`config.mk`:
```
export PLATFORM = sky130hd
export DESIGN_NAME = sd_read_ctrl
export DESIGN_NICKNAME = d
export VERILOG_FILES = /design/src/rtl/sd_pkg.sv /design/src/rtl/sd_crc16.sv /design/src/rtl/sd_read_ctrl.sv
export SDC_FILE = /design/constraint.sdc
export NUM_CORES = 1
export LEC_CHECK = 0
export BUFFER_PORTS_ARGS = -buffer_cell sky130_fd_sc_hd__clkbuf_2
export CAP_MARGIN = 20
export CORE_ASPECT_RATIO = 1.2
export CORE_MARGIN = 2
export CORE_UTILIZATION = 56
export DETAILED_ROUTE_END_ITERATION = 10
export PLACE_DENSITY = 0.85
export SETUP_SLACK_MARGIN = 0.4
export SYNTH_ARGS = -nofsm -noshare
export SYNTH_HDL_FRONTEND = slang
export SYNTH_HIERARCHICAL = 1
export SYNTH_SLANG_ARGS = --single-unit
```
`constraint.sdc`:
```
create_clock -name rd_clk_i -period 9.4 [get_ports rd_clk_i]
set_input_delay 0 -clock rd_clk_i [delete_from_list [all_inputs] [get_ports rd_clk_i]]
set_output_delay 0 -clock rd_clk_i [all_outputs]
set_load 0.1 [all_outputs]
```
`src/rtl/sd_pkg.sv`:
```
// Shared constants, error codes, state encoding and CRC-16 helper for the
// SD single-block read sequencer.
package sd_pkg;

  localparam logic [7:0]  CMD17       = 8'h51;
  localparam logic [7:0]  START_TOKEN = 8'hFE;
  localparam logic [7:0]  IDLE_BYTE   = 8'hFF;
  localparam logic [47:0] IDLE_FRAME  = 48'hFFFF_FFFF_FFFF;

  localparam logic [1:0] ERR_R1_TIMEOUT = 2'd0;
  localparam logic [1:0] ERR_R1_NONZERO = 2'd1;
  localparam logic [1:0] ERR_TOKEN      = 2'd2;
  localparam logic [1:0] ERR_CRC        = 2'd3;

  typedef enum logic [2:0] {
    S_IDLE,
    S_CMD,
    S_R1,
    S_TOKEN,
    S_DATA,
    S_CRC,
    S_TAIL
  } state_t;

  // CRC-16-CCITT (0x1021), MSB first, one byte per call
  function automatic logic [15:0] crc16_byte(input logic [15:0] crc, input logic [7:0] din);
    logic [15:0] c;
    c = crc ^ {din, 8'h00};
    for (int i = 0; i < 8; i++) begin
      c = c[15] ? ((c << 1) ^ 16'h1021) : (c << 1);
    end
    return c;
  endfunction

endpackage

```
`src/rtl/sd_crc16.sv`:
```
// Byte-wide CRC-16-CCITT accumulator with synchronous clear and enable.
module sd_crc16
  import sd_pkg::*;
(
  input  logic        clk,
  input  logic        rst,
  input  logic        clr,
  input  logic        en,
  input  logic [7:0]  din,
  output logic [15:0] crc
);

  always_ff @(posedge clk or posedge rst) begin
    if (rst) begin
      crc <= 16'h0000;
    end else if (clr) begin
      crc <= 16'h0000;
    end else if (en) begin
      crc <= crc16_byte(crc, din);
    end
  end

endmodule

```
`src/rtl/sd_read_ctrl.sv`:
```
// CMD17 single-block read sequencer driving an SPI master handshake.
// Optional CRC-16 check of the data block is built when SD_READ_CRC16_EN is defined.
module sd_read_ctrl
  import sd_pkg::*;
#(
  parameter int BYTE_ADDR     = 0,
  parameter int NCR_MAX       = 8,
  parameter int TOKEN_TIMEOUT = 4096
) (
  input  logic        rd_clk_i,
  input  logic        rd_rst_i,
  input  logic        rd_req_i,
  input  logic [31:0] rd_addr_i,
  output logic        rd_busy_o,
  output logic        rd_done_o,
  output logic        rd_err_o,
  output logic [1:0]  rd_err_code_o,
  output logic [7:0]  rd_byte_o,
  output logic        rd_valid_o,
  output logic [8:0]  rd_idx_o,
  output logic        spi_start_o,
  output logic        spi_len_o,
  output logic [47:0] instruction_sd_o,
  output logic        spi_cs_n_o,
  input  logic        spi_done_i,
  input  logic [47:0] spi_data_i
);

  localparam logic [7:0]  NCR_LIM = 8'(NCR_MAX);
  localparam logic [12:0] TOK_LIM = 13'(TOKEN_TIMEOUT);

  state_t      state;
  logic        pending;
  logic [31:0] addr_reg;
  logic [7:0]  ncr_cnt;
  logic [12:0] tok_cnt;
  logic [8:0]  data_cnt;
  logic        crc_slot;
  logic        err_flag;
  logic [7:0]  rx_byte;
  logic [31:0] cmd_arg;
  logic        crc_bad;
  logic        unused_bits;

  assign rx_byte     = spi_data_i[7:0];
  assign unused_bits = ^spi_data_i[47:8];
  assign cmd_arg     = (BYTE_ADDR != 0) ? (addr_reg << 9) : addr_reg;

`ifdef SD_READ_CRC16_EN
  logic [7:0]  crc_hi;
  logic [15:0] crc_val;

  sd_crc16 u_crc (
    .clk (rd_clk_i),
    .rst (rd_rst_i),
    .clr (state == S_IDLE && rd_req_i),
    .en  (state == S_DATA && pending && spi_done_i),
    .din (rx_byte),
    .crc (crc_val)
  );

  assign crc_bad = ({crc_hi, rx_byte} != crc_val);
`else
  assign crc_bad = 1'b0;
`endif

  always_ff @(posedge rd_clk_i or posedge rd_rst_i) begin
    if (rd_rst_i) begin
      state            <= S_IDLE;
      pending          <= 1'b0;
      addr_reg         <= 32'd0;
      ncr_cnt          <= 8'd0;
      tok_cnt          <= 13'd0;
      data_cnt         <= 9'd0;
      crc_slot         <= 1'b0;
      err_flag         <= 1'b0;
      rd_busy_o        <= 1'b0;
      rd_done_o        <= 1'b0;
      rd_err_o         <= 1'b0;
      rd_err_code_o    <= ERR_R1_TIMEOUT;
      rd_byte_o        <= 8'd0;
      rd_valid_o       <= 1'b0;
      rd_idx_o         <= 9'd0;
      spi_start_o      <= 1'b0;
      spi_len_o        <= 1'b0;
      instruction_sd_o <= IDLE_FRAME;
      spi_cs_n_o       <= 1'b1;
`ifdef SD_READ_CRC16_EN
      crc_hi           <= 8'd0;
`endif
    end else begin
      spi_start_o <= 1'b0;
      rd_valid_o  <= 1'b0;
      rd_done_o   <= 1'b0;
      rd_err_o    <= 1'b0;
      case (state)
        S_IDLE: begin
          if (rd_req_i) begin
            addr_reg      <= rd_addr_i;
            rd_busy_o     <= 1'b1;
            spi_cs_n_o    <= 1'b0;
            err_flag      <= 1'b0;
            rd_err_code_o <= ERR_R1_TIMEOUT;
            ncr_cnt       <= 8'd0;
            tok_cnt       <= 13'd0;
            data_cnt      <= 9'd0;
            crc_slot      <= 1'b0;
            pending       <= 1'b0;
            state         <= S_CMD;
          end
        end
        default: begin
          if (!pending) begin
            // first frame of a state; later frames are reissued straight from the done cycle
            spi_start_o <= 1'b1;
            pending     <= 1'b1;
            if (state == S_CMD) begin
              spi_len_o        <= 1'b1;
              instruction_sd_o <= {CMD17, cmd_arg, IDLE_BYTE};
            end else begin
              spi_len_o        <= 1'b0;
              instruction_sd_o <= IDLE_FRAME;
            end
          end else if (spi_done_i) begin
            case (state)
              S_CMD: begin
                state   <= S_R1;
                pending <= 1'b0;
              end
              S_R1: begin
                if (rx_byte == IDLE_BYTE) begin
                  if (8'(ncr_cnt + 8'd1) >= NCR_LIM) begin
                    state <= S_TAIL; pending <= 1'b0; spi_cs_n_o <= 1'b1;
                    err_flag <= 1'b1; rd_err_code_o <= ERR_R1_TIMEOUT;
                  end else begin
                    ncr_cnt     <= ncr_cnt + 8'd1;
                    spi_start_o <= 1'b1;
                  end
                end else if (rx_byte == 8'h00) begin
                  state   <= S_TOKEN;
                  pending <= 1'b0;
                end else begin
                  state <= S_TAIL; pending <= 1'b0; spi_cs_n_o <= 1'b1;
                  err_flag <= 1'b1; rd_err_code_o <= ERR_R1_NONZERO;
                end
              end
              S_TOKEN: begin
                if (rx_byte == START_TOKEN) begin
                  state   <= S_DATA;
                  pending <= 1'b0;
                end else if (rx_byte[7:4] == 4'h0 || 13'(tok_cnt + 13'd1) >= TOK_LIM) begin
                  state <= S_TAIL; pending <= 1'b0; spi_cs_n_o <= 1'b1;
                  err_flag <= 1'b1; rd_err_code_o <= ERR_TOKEN;
                end else begin
                  tok_cnt     <= tok_cnt + 13'd1;
                  spi_start_o <= 1'b1;
                end
              end
              S_DATA: begin
                rd_byte_o  <= rx_byte;
                rd_valid_o <= 1'b1;
                rd_idx_o   <= data_cnt;
                if (data_cnt == 9'd511) begin
                  state   <= S_CRC;
                  pending <= 1'b0;
                end else begin
                  data_cnt    <= data_cnt + 9'd1;
                  spi_start_o <= 1'b1;
                end
              end
              S_CRC: begin
                if (!crc_slot) begin
                  crc_slot    <= 1'b1;
                  spi_start_o <= 1'b1;
`ifdef SD_READ_CRC16_EN
                  crc_hi      <= rx_byte;
`endif
                end else begin
                  state      <= S_TAIL;
                  pending    <= 1'b0;
                  spi_cs_n_o <= 1'b1;
                  if (crc_bad) begin
                    err_flag      <= 1'b1;
                    rd_err_code_o <= ERR_CRC;
                  end
                end
              end
              S_TAIL: begin
                rd_done_o <= 1'b1;
                rd_err_o  <= err_flag;
                rd_busy_o <= 1'b0;
                pending   <= 1'b0;
                state     <= S_IDLE;
              end
              default: state <= S_IDLE;
            endcase
          end
        end
      endcase
    end
  end

endmodule

```
==> results.sh <==
export IMPL_outcome="finished, final reports clean"
export IMPL_async_reset_ff_frac=1.00
export IMPL_dpl_cell_area_sq_um=6110
export IMPL_vias=4727
export IMPL_grt_total_usage=0.291
export IMPL_drc=0
export IMPL_final_setup_worst_slack_ns=6.44
export IMPL_via_per_inst=5.74
export IMPL_final_common_cell="nand2_1"
export IMPL_wirelength_mm=14.8
export IMPL_wl_per_cell_microns=17.9
export IMPL_grt_max_degree=74
export IMPL_largest_reg_flops=33
export IMPL_power_mw=2.94
export IMPL_yosys_warnings=6
export IMPL_slew_violations=0
export IMPL_power_density_nw_per_um2=411
export IMPL_cp_arrival_ns=3.27
export IMPL_r2r_end="tok_cnt[10]"
export IMPL_ys_types=60
export IMPL_grt_overflow_total=0
export IMPL_final_cell_mix="nand2_1 (166), clkbuf_2 (106), dfrtp_1 (93)"
export IMPL_rsz0062_at_grt="false"
export IMPL_cts_hold_buffers=43
export IMPL_syn_area_sq_um=5560
export IMPL_crit_slowest_cell="and2_1"
export IMPL_place_ws_ns=6.51
export IMPL_drt_initial_drc_count=557
export IMPL_place_hpwl_mm=7.97
export IMPL_max_freq_mhz=338
export IMPL_post_cts_buffers=0
export IMPL_cp_depth=6
export IMPL_avgSynthCellArea_sq_um=10.2
export IMPL_clock_latency_ns=0.42
export IMPL_timing_final_crit_period_ns=2.96
export IMPL_dr_wl_met3_microns=889
export IMPL_nFillCells=570
export IMPL_vdd_ir_drop_max_mv=0.337
export IMPL_cp_start_kind="flip-flop"
export IMPL_core_sq_um=9610
export IMPL_fin_area_sq_um=7170
export IMPL_hold_path_class="in2async"
export IMPL_cts_sinks=127
export IMPL_antenna_found_initial=0
export IMPL_crit_end="tok_cnt[10]"
export IMPL_gp_congestion=0.892
export IMPL_reg2reg_slack_ns=6.44
export IMPL_synth_seq_cells=127
export IMPL_die_y_microns=113
export IMPL_max_stage_delay_ns=0.87
export IMPL_wl_met1_mm=5.49
export IMPL_worstPathMaxFanout=28
export IMPL_highest_layer="met4"
export IMPL_first_pass_iters=5
export IMPL_clockBufferDepth=2
export IMPL_power_leakage_nw=3.50
export IMPL_ios=158
export IMPL_hold_viol_final=0
export IMPL_finClkSkew_ns=0.00762
export IMPL_initial_core_util=0.578
export IMPL_r2r_cells=6
export IMPL_worstMarginPinSlew_ns=0.974
export IMPL_cts_root_buffer="clkbuf_16"
export IMPL_postRouteAntennaNets=0
export IMPL_period_share=0.315
export IMPL_synth_seq_area_share=0.580
export IMPL_grt_pass1_vias=4648
export IMPL_critPathRequiredTime_ns=9.70
export IMPL_wl_met2_mm=7.80
export IMPL_crit_type="reg2reg"
export IMPL_htreeDepth=4
export IMPL_crit_family="simple AND/OR/NAND/NOR gates"
export IMPL_nNetsFinal=776
export IMPL_timing_critical_path_to_type="flip-flop"
export IMPL_cts_tree="built"
export IMPL_cts_buffers=17
export IMPL_fp_row_count=39
export IMPL_insertedDiodeCount=0
export IMPL_synth_edff_count=0
export IMPL_clkSlewWorstSetupHoldPaths_ns=0.06
export IMPL_reg2reg_from="state[1]"
export IMPL_setup_tns_ns=0
export IMPL_relSlewSlack=0.351
export IMPL_worstPathCellList="nor3_2 > and2_1 > buf_4 > nor2_1 > nand4_1 > nand2_1"
export IMPL_grt_pass1_wl_mm=23.8
export IMPL_synthCells=545
export IMPL_synth_ff_type="dfrtp_1"
export IMPL_crit_start="state[1]"
export IMPL_crit_buf_inv=1
export IMPL_cts_resized=0
export IMPL_area_delta_synth_final_pct=29.0
export IMPL_layout_drive_gt1_share=0.280
export IMPL_setup_viol=0
export IMPL_die_x_microns=94.9
export IMPL_portBuffers=106
export IMPL_dieArea_sq_um=10700
export IMPL_cap_violations=0
## metrics by stage
step	std cells	utilization	hold slack (ns)
2_1_floorplan	555	-	0.105
3_3_place_gp	749	0.635	0.191
3_5_place_dp	749	0.635	0.196
4_1_cts	824	0.746	0.313
5_1_grt	824	0.746	0.335
6_report	824	0.746	0.318
## worst min-delay path: stages
cell and delay [ns]:
dlygate4sd3_1 0.53, clkbuf_2 0.12, inv_4 0.61
## kinds of logic after synthesis
| logic type | share of synthesized area |
|---|---|
| simple gates | 0.213 |
| flops | 0.580 |
| compound gates | 0.111 |
| buf+inv | 0.0450 |
| xor+xnor | 0.0279 |
| mux | 0.0135 |
| fa+ha+maj | 0.00901 |
| other cells | 0.000675 |
## where the power goes
| group | internal, mW | total, mW | switching (mW) |
|---|---|---|---|
| sequential | 0.764 | 0.916 | 0.152 |
| clock | 0.450 | 0.697 | 0.246 |
| combinational | 0.257 | 1.33 | 1.08 |
| total | 1.47 | 2.94 | 1.47 |
## Yosys cell counts (4+ instances only)
| library cell | instances | share of area |
|---|---|---|
| xnor2_1 | 9 | 0.014 |
| dfrtp_1 | 93 | 0.42 |
| buf_2 | 5 | 0.0045 |
| mux2_2 | 4 | 0.0081 |
| o21ai_0 | 11 | 0.0099 |
| xor2_1 | 5 | 0.0079 |
| and3_1 | 5 | 0.0056 |
| nand4_1 | 7 | 0.0079 |
| and2_1 | 9 | 0.010 |
| nand2_1 | 166 | 0.11 |
| buf_4 | 15 | 0.020 |
| dfstp_2 | 34 | 0.16 |
| nor3_1 | 7 | 0.0063 |
| ha_1 | 4 | 0.0090 |
| o22a_1 | 32 | 0.050 |
| or3_1 | 5 | 0.0056 |
| inv_1 | 9 | 0.0061 |
| nor2_1 | 30 | 0.020 |
| nor4_1 | 4 | 0.0045 |
| a21oi_1 | 7 | 0.0063 |
| nand3_1 | 12 | 0.011 |
| clkbuf_1 | 19 | 0.013 |
## per-layer routing
layer  track usage  up-vias
met2         0.495      240
met5             0        -
met3        0.0599       63
met4         0.138        0
li1              -     2111
met1         0.352     2313
## area by class of cell
class / count / area (sq um) / area share
timing repair buffer: 154 / 998 / 0.139
clock buffer: 18 / 439 / 0.0613
sequential: 127 / 3220 / 0.449
tap: 123 / 154 / 0.0215
multi-input combinational: 378 / 2120 / 0.296
clock inverter: 14 / 190 / 0.0265
inverter: 10 / 40.0 / 0.00559
## worst min path at each step
stage	start	end	slack [ns]	depth (start not counted)
floorplan	rd_addr_i[0]	addr_reg[0]	0.11	2
global placement	rd_addr_i[22]	addr_reg[22]	0.19	3
detailed placement	rd_addr_i[22]	addr_reg[22]	0.20	3
CTS	rd_addr_i[19]	addr_reg[19]	0.31	4
global route	rd_addr_i[10]	addr_reg[10]	0.34	4
finish	rd_rst_i	addr_reg[15]	0.32	3
Power figures use the tool's default switching activity.
